`src/rtl/rf_pkg.sv`:
```
// Shared widths and types for the register-file writeback path.
// Consumers: rf_scoreboard, rf_wb_arbiter and its testbench.
package rf_pkg;

    localparam int ADDR_LEN      = 3;
    localparam int DATA_WIDTH    = 16;
    localparam int REG_FILE_SIZE = 8;

    typedef logic [ADDR_LEN-1:0]   rf_addr_t;
    typedef logic [DATA_WIDTH-1:0] rf_data_t;

    typedef struct packed {
        rf_addr_t rd;
        rf_data_t data;
    } wb_req_t;

endpackage

```
`src/rtl/rf_scoreboard.sv`:
```
// Pending-write scoreboard: one bit per architectural register, set at issue,
// cleared when the matching writeback retires; two read ports for decode.
module rf_scoreboard
    import rf_pkg::*;
(
    input  logic     clk,
    input  logic     nReset,
    input  logic     set_en,
    input  rf_addr_t set_rd,
    input  logic     clr_en,
    input  rf_addr_t clr_rd,
    input  rf_addr_t rs1,
    input  rf_addr_t rs2,
    output logic     busy1,
    output logic     busy2
);

    logic [REG_FILE_SIZE-1:0] pend_reg;
    logic [REG_FILE_SIZE-1:0] pend_next;

    generate
        for (genvar gi = 0; gi < REG_FILE_SIZE; gi++) begin : g_bit
            if (gi == 0) begin : g_zero
                // Register 0 is hardwired, so it can never have a pending writer.
                assign pend_next[gi] = 1'b0;
            end else begin : g_live
                logic hit_set;
                logic hit_clr;
                assign hit_set = set_en && (set_rd == rf_addr_t'(gi));
                assign hit_clr = clr_en && (clr_rd == rf_addr_t'(gi));
                // A same-cycle alloc beats the clear: the new producer still owes a write.
                assign pend_next[gi] = hit_set | (pend_reg[gi] & ~hit_clr);
            end
        end
    endgenerate

    always_ff @(posedge clk) begin
        if (!nReset) begin
            pend_reg <= '0;
        end else begin
            pend_reg <= pend_next;
        end
    end

    assign busy1 = pend_reg[rs1] & (rs1 != '0);
    assign busy2 = pend_reg[rs2] & (rs2 != '0);

endmodule

```
`src/rtl/rf_wb_arbiter.sv`:
```
// Register-file write-port arbiter with RAW scoreboard. Fixed priority by default;
// define RF_WB_RR_ARB_EN for round-robin arbitration.
module rf_wb_arbiter
    import rf_pkg::*;
#(
    parameter int N_REQ = 2
) (
    input  logic                        clk,
    input  logic                        nReset,
    input  logic [N_REQ-1:0]            req_valid,
    input  logic [N_REQ*ADDR_LEN-1:0]   req_rd,
    input  logic [N_REQ*DATA_WIDTH-1:0] req_data,
    output logic [N_REQ-1:0]            req_ready,
    input  logic                        sb_alloc,
    input  logic [ADDR_LEN-1:0]         sb_alloc_rd,
    input  logic [ADDR_LEN-1:0]         Rs1,
    input  logic [ADDR_LEN-1:0]         Rs2,
    output logic                        busy1,
    output logic                        busy2,
    output logic                        stall,
    output logic                        Reg_W_En,
    output logic [ADDR_LEN-1:0]         Rd,
    output logic [DATA_WIDTH-1:0]       writedata
);

    wb_req_t          req_arr [N_REQ];
    logic [N_REQ-1:0] grant;
    wb_req_t          win;
    logic             xfer;
    logic             wr_fire;

    logic             w_en_reg;
    rf_addr_t         rd_reg;
    rf_data_t         data_reg;

    generate
        for (genvar gi = 0; gi < N_REQ; gi++) begin : g_unpack
            assign req_arr[gi] = {req_rd[gi*ADDR_LEN +: ADDR_LEN],
                                  req_data[gi*DATA_WIDTH +: DATA_WIDTH]};
        end
    endgenerate

`ifdef RF_WB_RR_ARB_EN
    localparam int PTR_W = (N_REQ > 1) ? $clog2(N_REQ) : 1;

    logic [PTR_W-1:0] ptr_reg;
    logic [PTR_W-1:0] ptr_next;
    logic [PTR_W-1:0] win_idx;

    // Search starts at the pointer and wraps; first valid requester wins.
    always_comb begin
        int idx;
        idx   = 0;
        grant = '0;
        for (int k = 0; k < N_REQ; k++) begin
            idx = int'(ptr_reg) + k;
            if (idx >= N_REQ) begin
                idx = idx - N_REQ;
            end
            if (grant == '0 && req_valid[idx]) begin
                grant[idx] = 1'b1;
            end
        end
    end

    always_comb begin
        win_idx = '0;
        for (int i = 0; i < N_REQ; i++) begin
            if (grant[i]) begin
                win_idx = PTR_W'(i);
            end
        end
    end

    always_comb begin
        ptr_next = ptr_reg;
        if (xfer) begin
            ptr_next = (win_idx == PTR_W'(N_REQ - 1)) ? '0 : win_idx + 1'b1;
        end
    end

    always_ff @(posedge clk) begin
        if (!nReset) begin
            ptr_reg <= '0;
        end else begin
            ptr_reg <= ptr_next;
        end
    end
`else
    always_comb begin
        grant = '0;
        for (int i = 0; i < N_REQ; i++) begin
            if (grant == '0 && req_valid[i]) begin
                grant[i] = 1'b1;
            end
        end
    end
`endif

    always_comb begin
        win = '0;
        for (int i = 0; i < N_REQ; i++) begin
            if (grant[i]) begin
                win = req_arr[i];
            end
        end
    end

    assign req_ready = grant;
    assign xfer      = |grant;
    // Writes to register 0 complete the handshake but never reach the regfile.
    assign wr_fire   = xfer && (win.rd != '0);

    always_ff @(posedge clk) begin
        if (!nReset) begin
            w_en_reg <= 1'b0;
            rd_reg   <= '0;
            data_reg <= '0;
        end else begin
            w_en_reg <= wr_fire;
            if (wr_fire) begin
                rd_reg   <= win.rd;
                data_reg <= win.data;
            end
        end
    end

    assign Reg_W_En  = w_en_reg;
    assign Rd        = rd_reg;
    assign writedata = data_reg;

    rf_scoreboard u_scoreboard (
        .clk    (clk),
        .nReset (nReset),
        .set_en (sb_alloc && (sb_alloc_rd != '0)),
        .set_rd (sb_alloc_rd),
        .clr_en (wr_fire),
        .clr_rd (win.rd),
        .rs1    (Rs1),
        .rs2    (Rs2),
        .busy1  (busy1),
        .busy2  (busy2)
    );

    assign stall = busy1 | busy2;

endmodule
```
`config.mk`:
```
export PLATFORM = sky130hd
export DESIGN_NAME = rf_wb_arbiter
export DESIGN_NICKNAME = d
export VERILOG_FILES = /design/src/rtl/rf_pkg.sv /design/src/rtl/rf_scoreboard.sv /design/src/rtl/rf_wb_arbiter.sv
export SDC_FILE = /design/constraint.sdc
export NUM_CORES = 1
export LEC_CHECK = 0
export BUFFER_PORTS_ARGS = -buffer_cell sky130_fd_sc_hd__buf_2
export CAP_MARGIN = 20
export CORE_UTILIZATION = 49
export CTS_BUF_LIST = sky130_fd_sc_hd__clkbuf_16
export CTS_CLUSTER_DIAMETER = 80
export DETAILED_ROUTE_END_ITERATION = 6
export PLACE_DENSITY = 0.87
export SLEW_MARGIN = 20
export SYNTH_ARGS = -nofsm -noshare
export SYNTH_HDL_FRONTEND = slang
export SYNTH_SLANG_ARGS = --single-unit
```
`constraint.sdc`:
```
create_clock -name clk -period 2.7 [get_ports clk]
set_input_delay 0.27 -clock clk [delete_from_list [all_inputs] [get_ports clk]]
set_output_delay 0.27 -clock clk [all_outputs]
set_load 0.005 [all_outputs]
```
==> results of run 1 <==
==> critical path, stage by stage, from the launching register on <==
cell and delay, ns:
dfxtp_1 0.38, mux2i_1 0.09, mux4_2 0.48, o21ai_0 0.08, buf_2 0.13
==> power by group <==
group	total, W	leakage (nW)	switching, W	internal (W)
Sequential	0.000438	0.222	0.0000142	0.000424
Combinational	0.000200	0.671	0.000111	0.0000895
Clock	0.000337	0.0409	0.000137	0.000200
Total	0.000975	0.934	0.000262	0.000713
==> cells by family after synthesis <==
group	share of synthesized area, %
AO/OA/AOI/OAI	25.49
buffers and inverters	7.363
flip-flops	34.20
multiplexers	5.384
AND/OR/NAND/NOR	27.55
==> layout make-up <==
class	instances	area (sq um)	area share (%)
multi-input combinational	157	923.4	46.21
sequential	27	540.5	27.05
timing repair buffer	78	395.4	19.79
clock buffer	3	75.07	3.757
tap	44	55.05	2.755
clock inverter	1	5.005	0.2505
inverter	1	3.754	0.1879
==> per-layer routing <==
layer | part of all wire, % | track usage, % | vias up
met5 | 0 | 0 | -
met4 | 1.5 | 8.163 | 0
met3 | 7.4 | 2.198 | 5
met2 | 46 | 36.04 | 83
met1 | 45 | 32.69 | 713
li1 | - | - | 850
==> Yosys cell counts <==
master and number:
buf_4 3, and2_4 1, nand4b_1 2, nand4_1 17, a21oi_1 4, buf_2 6, mux2i_1 4, a41o_1 1
o21ai_1 1, nand2_1 54, mux4_2 2, nor2b_4 1, a22oi_4 1, o31a_1 1, o32a_1 1, o21a_1 1
nor2_1 3, buf_6 3, nor2b_1 6, nand3b_1 3, inv_1 1, o21ai_0 32, a22o_1 1, clkbuf_1 7
and4b_1 1, nand3_1 1, a21boi_0 6, a31oi_1 3, o21ai_2 10, dfxtp_1 27
==> placed cells by master, fill, tap and decap left out, types with 2 or more instances in the layout <==
cell       synthesis  final
buf_2              6     76
nand2_1           54     54
o21ai_0           32     32
dfxtp_1           27     27
nand4_1           17     17
o21ai_2           10     10
nor2b_1            6      6
a21boi_0           6      6
mux2i_1            4      4
a21oi_1            4      4
nor2_1             3      3
nand3b_1           3      3
a31oi_1            3      3
clkbuf_16          0      3
mux4_2             2      2
nand4b_1           2      2
buf_4              3      2
==> stage by stage <==
step                cells  hold slack (ns)  utilization [%]  setup WS [ns]
detailed placement    307           0.4660            62.83         0.8317
global route          311           0.3221            65.45         0.9185
global placement      307           0.4609            62.83         0.8980
finish                311           0.3063            65.45          1.015
floorplan             204           0.4216                -          1.441
CTS                   311           0.3077            65.45          1.019
==> final timing paths <==
path	to	slack [ns]	depth (start not counted)
setup / recovery	stall	1.02	4
hold / removal	u_scoreboard.pend_reg[4]	0.31	2
setup reg to reg	u_scoreboard.pend_reg[4]	1.94	3
hold reg to reg	writedata[14]	0.47	2
==> impl_metrics.csv, run 1 <==
group,metric,value,unit
synth,yosys_warnings,0,
floorplan,core.rowCount,20,
clocking,holdBufCountCts,0,
setup_path,worstReg2RegStart,"u_scoreboard.pend_reg[4]",
timing,max_slew_margin,54.71,%
detailed_routing,vias,1651,
detailed_routing,ant_nets,0,
place,dpl.hpwl,2850,microns
synth,synth.net_count,256,
timing,slew_viol_final,0,
synth,avgSynthCellArea,7.746,sq um
synth,synth_top_cell_by_area,"dfxtp_1",
worst_hold_path,worstHoldStart,"sb_alloc_rd[2]",
floorplan,fp.coreArea,3053,sq um
worst_hold_path,hp-class,"primary input to flip-flop",
floorplan,fp.dieArea,3456,sq um
clocking,cts_htree_levels,1,
timing,finalHoldViolCount,0,
clocking,numCtsBuffers,3,
floorplan,die_y,58.79,microns
timing,fmax,593.5,MHz
finish,final_net_count,320,
flow_run,maxCapViolCount,0,
timing,period_needed,1.685,ns
power,vdd_ir_drop_max,258.3,uV
synth,netlist_area,1580,sq um
timing,finalCritPeriodShare,62.40,%
grt,grt-ovfl-total,0,
setup_path,cp_data_required_time,2.43,ns
setup_path,worstPathArrival,1.41,ns
timing,fin_skew,0,ns
grt,antenna_found_initial,0,
power,power_leakage,0.9338,nW
detailed_routing,drc,0,
finish,fillers,274,
detailed_routing,drt_iter0_drc,51,
synth,ys_seq_area_share,34.20,%
finish,syn_to_final_growth,26.45,%
setup_path,startpoint,"u_scoreboard.pend_reg[4]",
run_status,outcome,"completed",
synth,yosysUniqueCellTypes,30,
timing,tns,0,ns
clocking,post_cts_buffers,0,
power,power.total,0.0009747,W
place,gp_congestion,0.8055,
clocking,clockBufferDepth,2,
synth,ys_top_cells_by_area,"dfxtp_1 34%, nand2_1 13%, o21ai_0 10%, nand4_1 6.7%, o21ai_2 5.5%",
clocking,cts_resized,0,
timing,worstMarginPinSlew,0.6793,ns
grt,grt_pass1_wl,5989,microns
floorplan,start_util,51.76,%
grt,grt_pass1_vias,1322,
setup_path,critPathLaunchType,"flip-flop",
finish,stdcell_area,1998,sq um
place,place.port_buffers,76,
finish,diodes,0,
synth,synth_top_area_share,34.20,%
timing,finalSetupViolCount,0,
detailed_routing,routed_via_density,5.309,
place,dpl_cell_area,1918,sq um
finish,drive_gt1_share,36.33,%
grt,grt_max_degree,48,
setup_path,path_class,"flip-flop to output port",
clocking,insertion_delay,0.26,ns
timing,rsz0062_at_grt,"no",
synth,syn_inst,204,
detailed_routing,wl_per_cell,12.44,microns
clocking,clk_pin_slew_worst_paths,0.06,ns
floorplan,die_w,58.79,microns
clocking,cts_sinks,27,
setup_path,cp_max_fo,3,
power,powerDensity,487.8,nW/um^2
clocking,cts_root_buf,"clkbuf_16",
detailed_routing,drt-total-wl,3869,microns
clocking,cts_tree,"yes",
finish,largest_register_ffs,16,
grt,grt_usage,22.91,%
detailed_routing,dr.pass1.iters,4,
setup_path,end_kind,"output port",
floorplan,ioPinCount,77,
synth,ys_seq_elements,27,
No activity file was read; power rests on OpenSTA's default activity.
==> run 2, diff against run 1 <==
CORE_UTILIZATION = 46   (was 49)
PLACE_DENSITY = 0.83   (was 0.87)
clock period = 1.75 ns   (was 2.7 ns; I/O delays follow)
==> run 2 against run 1 <==
Effect of this change: global-route usage decreased by 1.8 points; worst setup slack got worse by 0.84 ns; sequential share of layout area decreased by 0.13 points; clock skew unchanged; die area increased by 6.3%; final area increased by 0.50%.
==> impl_metrics.csv, run 2 (synthesized netlist as in run 1, its figures left out) <==
group,metric,value,unit
detailed_routing,drt-total-wl,3719,microns
setup_path,critPathLaunchType,"flip-flop",
timing,slew_viol_final,0,
grt,grt_pass1_vias,1332,
timing,hold_ws,0.2046,ns
finish,final_net_count,321,
floorplan,ioPinCount,77,
run_status,outcome,"completed",
timing,finalCritPeriodShare,90.25,%
floorplan,die_y,60.61,microns
clocking,cts_sinks,27,
setup_path,worstReg2RegStart,"u_scoreboard.pend_reg[5]",
place,gp_congestion,0.8158,
clocking,post_cts_buffers,0,
setup_path,r2r_setup_slack,0.99,ns
finish,mostFrequentLayoutCells,"76 x buf_2, 54 x nand2_1, 32 x o21ai_0",
detailed_routing,vias,1629,
worst_hold_path,min_to,"u_scoreboard.pend_reg[4]",
setup_path,worstPathArrival,1.40,ns
finish,diodes,0,
detailed_routing,routed_via_density,5.221,
finish,final_common_cell,"buf_2",
timing,rsz0062_at_grt,"no",
power,powerDensity,748.2,nW/um^2
finish,drive_gt1_share,36.57,%
clocking,clockBufferDepth,2,
clocking,insertion_delay,0.26,ns
detailed_routing,ant_nets,0,
timing,max_slew_margin,56.56,%
clocking,numCtsBuffers,3,
grt,grt_max_degree,45,
power,vdd_ir_drop_max,417.6,uV
floorplan,die_w,60.61,microns
clocking,cts_htree_levels,1,
detailed_routing,wl_per_cell,11.92,microns
setup_path,end_kind,"output port",
timing,worstMarginPinSlew,0.6517,ns
place,place.port_buffers,76,
flow_run,maxCapViolCount,0,
grt,antenna_found_initial,0,
floorplan,core.rowCount,20,
finish,syn_to_final_growth,27.08,%
setup_path,ff2ff_path_depth,2,
timing,finalHoldViolCount,0,
clocking,cts_tree,"yes",
setup_path,cp_data_required_time,1.57,ns
setup_path,startpoint,"u_scoreboard.pend_reg[7]",
clocking,cts_resized,0,
clocking,holdBufCountCts,0,
setup_path,path_class,"flip-flop to output port",
clocking,cts_root_buf,"clkbuf_16",
worst_hold_path,hp-class,"primary input to flip-flop",
setup_path,cp_max_fo,3,
detailed_routing,drc,0,
timing,finalSetupViolCount,0,
clocking,clk_pin_slew_worst_paths,0.06,ns
setup_path,timing.rr.end,"u_scoreboard.pend_reg[5]",
timing,fmax,633.2,MHz
timing,period_needed,1.579,ns
detailed_routing,dr.pass1.iters,4,
grt,grt_pass1_wl,5789,microns
worst_hold_path,worstHoldStart,"sb_alloc_rd[2]",
timing,fin_skew,0,ns
worst_hold_path,holdPathStages,2,
finish,largest_register_ffs,16,
timing,tns,0,ns
power,power_leakage,0.9349,nW
floorplan,fp.dieArea,3674,sq um
detailed_routing,drt_iter0_drc,60,
floorplan,fp.coreArea,3153,sq um
place,dpl.hpwl,2761,microns
floorplan,start_util,50.12,%
grt,grt-ovfl-total,0,
grt,grt_usage,21.12,%
run 2: per-stage QoR:
stage	area (sq um)	setup WS (ns)	utilization (%)	total power [W]	instances
2_1_floorplan	1580	0.5865	-	0.0008738	204
5_1_grt	2008	0.07354	63.69	0.001579	312
4_1_cts	2008	0.1548	63.69	0.001512	312
6_report	2008	0.1706	63.69	0.001503	312
3_5_place_dp	1926	0.3347	61.07	0.0009964	308
3_3_place_gp	1926	0.3856	61.07	0.0009925	308
run 2: where the power goes:
| group | internal, W | switching [W] | total [W] |
|---|---|---|---|
| registers | 0.000653 | 0.0000198 | 0.000673 |
| clock network | 0.000311 | 0.000209 | 0.000520 |
| logic | 0.000139 | 0.000170 | 0.000310 |
| total | 0.00110 | 0.000399 | 0.00150 |
run 2: cell type report:
cell class / count / area [sq um]
fill: 286 / 1145
multi-input combinational: 157 / 923.4
sequential: 27 / 540.5
timing repair buffer: 79 / 402.9
clock buffer: 3 / 75.07
tap: 44 / 55.05
clock inverter: 1 / 7.507
inverter: 1 / 3.754
run 2: worst max-delay path by stage:
stage,end
2_1_floorplan,stall
3_3_place_gp,u_scoreboard.pend_reg[7]
3_5_place_dp,u_scoreboard.pend_reg[5]
4_1_cts,stall
5_1_grt,stall
6_report,stall
run 2: worst max-delay path: stages (launching register included):
cell and delay, ns:
dfxtp_1 0.32, mux4_2 0.46, nor2b_1 0.15, o21ai_0 0.09, buf_2 0.12
run 2: routing by layer:
metal	wire [microns]	vias up	track usage (%)
li1	-	852	-
met4	66	0	9.740
met3	306	5	1.706
met2	1644	83	32.34
met1	1700	689	30.26
met5	0	-	0
==> run 3, diff against run 2 <==
CORE_UTILIZATION = 41   (was 46)
PLACE_DENSITY = 0.78   (was 0.83)
clock period = 1.3 ns   (was 1.75 ns; I/O delays follow)
==> run 3 against run 2 <==
Effect of this change: the flow now finishes with violations (negative setup slack); final area up 3.5%; total power grew 36%; clock skew unchanged; sequential share of layout area fell by 0.55 points; non-clock buffer count grew 6; sequential power is 35% higher; clock power is 32% higher; core utilization decreased by 7.3 points; final cell count up 3.2%; worst setup slack worse by 0.36 ns; via count rose by 4.1%; die area rose by 12%; critical path type unchanged; largest power group unchanged; highest routed layer unchanged.
==> impl_metrics.csv, run 3 (synthesized netlist as in run 1, its figures left out) <==
group,metric,value,unit
timing,finalHoldViolCount,0,
power,p_int,0.001499,W
power,p_sw_share,26.46,%
place,gp_congestion,0.7650,
floorplan,core.rowCount,22,
clocking,insertion_delay,0.26,ns
place,dpl_cell_area,1981,sq um
power,pwr-share-clk,33.7,%
setup_path,worstPathArrival,1.36,ns
timing,finalCritPeriodShare,114.4,%
clocking,holdBufCountCts,0,
setup_path,cp_max_fo,3,
finish,diodes,0,
timing,finalSetupViolCount,3,
detailed_routing,wirelength_met1,1873,microns
floorplan,fp.dieArea,4107,sq um
finish,largest_register_ffs,16,
place,dp.cells,317,
detailed_routing,drc,0,
timing,fin_skew,0,ns
worst_hold_path,min_to,"u_scoreboard.pend_reg[4]",
floorplan,die_y,64.09,microns
detailed_routing,drt_iter0_drc,81,
setup_path,r2r_setup_slack,0.44,ns
power,combPwrFrac,21.8,%
clocking,cts_tree,"yes",
finish,fillers,389,
detailed_routing,wl_met2,1919,microns
timing,rsz0062_at_grt,"yes",
setup_path,critPathLaunchType,"flip-flop",
timing,slew_viol_final,0,
clocking,clk_pin_slew_worst_paths,0.06,ns
grt,grt_pass1_wl,6575,microns
detailed_routing,dr.pass1.iters,4,
setup_path,path_class,"flip-flop to output port",
timing,period_needed,1.488,ns
place,pre_cts_ws,0.003522,ns
power,power_switching,0.0005396,W
finish,final_net_count,327,
clocking,cts_htree_levels,1,
detailed_routing,drt-total-wl,4079,microns
power,powerDensity,981.1,nW/um^2
setup_path,cp_data_required_time,1.17,ns
finish,final_common_cell,"buf_2",
floorplan,die_w,64.09,microns
setup_path,ff2ff_path_depth,4,
timing,worstMarginPinSlew,0.3169,ns
setup_path,worstReg2RegStart,"u_scoreboard.pend_reg[4]",
finish,mostFrequentLayoutCells,"76 x buf_2, 54 x nand2_1, 31 x o21ai_0",
finish,syn_to_final_growth,31.51,%
detailed_routing,wl_met3,235,microns
run_status,failed_checks,"negative setup slack",
clocking,numCtsBuffers,3,
worst_hold_path,holdPathStages,2,
worst_hold_path,hp-class,"primary input to flip-flop",
grt,grt_max_degree,33,
detailed_routing,routed_via_density,5.264,
grt,grt_pass1_vias,1406,
place,dpl.hpwl,3098,microns
setup_path,end_kind,"output port",
place,place.port_buffers,76,
detailed_routing,ant_nets,0,
run_status,outcome,"finished with violations",
setup_path,timing.rr.end,"u_scoreboard.pend_reg[4]",
finish,final_cell_count_no_fill,322,
finish,drive_gt1_share,40.51,%
grt,grt-ovfl-total,0,
timing,fmax,672.3,MHz
timing,fin_ws,-0.1875,ns
finish,stdcell_area,2078,sq um
detailed_routing,wl_per_cell,12.67,microns
power,seqPwrFrac,44.5,%
detailed_routing,highest_layer,"met4",
power,power_leakage,0.9772,nW
power,vdd_ir_drop_max,471.5,uV
flow_run,maxCapViolCount,0,
clocking,clockBufferDepth,2,
grt,grt_usage,20.11,%
timing,max_slew_margin,78.87,%
floorplan,start_util,42.84,%
floorplan,ioPinCount,77,
floorplan,fp.coreArea,3689,sq um
clocking,cts_sinks,27,
clocking,cts_root_buf,"clkbuf_16",
detailed_routing,vias,1695,
worst_hold_path,worstHoldStart,"sb_alloc_rd[2]",
grt,antenna_found_initial,0,
[run 3: how the worst max path moves through the flow]
stage                        startpoint                       end  slack [ns]  cells past startpoint
4_1_cts        u_scoreboard.pend_reg[7]                     stall       -0.19                      4
3_5_place_dp               req_valid[0]  u_scoreboard.pend_reg[5]       0.004                      6
5_1_grt        u_scoreboard.pend_reg[7]                     stall       -0.26                      4
2_1_floorplan  u_scoreboard.pend_reg[7]                     stall        0.18                      3
6_report       u_scoreboard.pend_reg[7]                     stall       -0.19                      4
3_3_place_gp   u_scoreboard.pend_reg[7]                     stall        0.07                      4
[run 3: cell type report]
type / count / area, sq um / share of cell area [%]
clock buffer: 3 / 75.07 / 3.612
clock inverter: 1 / 5.005 / 0.2408
inverter: 1 / 3.754 / 0.1806
multi-input combinational: 157 / 925.9 / 44.55
sequential: 27 / 548.0 / 26.37
tap: 48 / 60.06 / 2.890
timing repair buffer: 85 / 460.4 / 22.16
[run 3: repair_timing]
action | 4_1_cts | 5_1_grt
resized for setup | 8 | 0
buffers inserted | 0 | 1
pin swaps | 2 | 1
endpoints found under the setup margin | 3 | 3
[run 3: critical path: stages, from the launching register on]
cell     delay, ns
dfxtp_2       0.32
mux4_2        0.46
nor2b_2       0.14
o21ai_1       0.06
buf_2         0.12
[run 3: per-stage QoR]
stage / utilization [%] / hold WS (ns) / TNS (ns) / total power, W
finish: 56.34 / 0.1784 / -0.4961 / 0.002039
detailed placement: 53.70 / 0.4397 / 0 / 0.001365
floorplan: - / 0.2816 / 0 / 0.001176
CTS: 56.14 / 0.1759 / -0.5092 / 0.002041
global placement: 53.70 / 0.4301 / 0 / 0.001354
global route: 56.34 / 0.1875 / -0.6889 / 0.002137
[run 3: power by group through the flow]
stage | clock network, W | registers, W | logic [W]
floorplan | 0 | 0.000926 | 0.000250
global placement | 0 | 0.000924 | 0.000430
detailed placement | 0 | 0.000925 | 0.000440
CTS | 0.000688 | 0.000908 | 0.000445
global route | 0.000727 | 0.000914 | 0.000496
finish | 0.000687 | 0.000908 | 0.000444
[run 3: routing by layer]
layer  vias up  global-route usage [%]
li1        869                       -
met1       761                   27.54
met2        61                   32.85
met3         4                   2.321
met4         0                   5.966
met5         -                       0
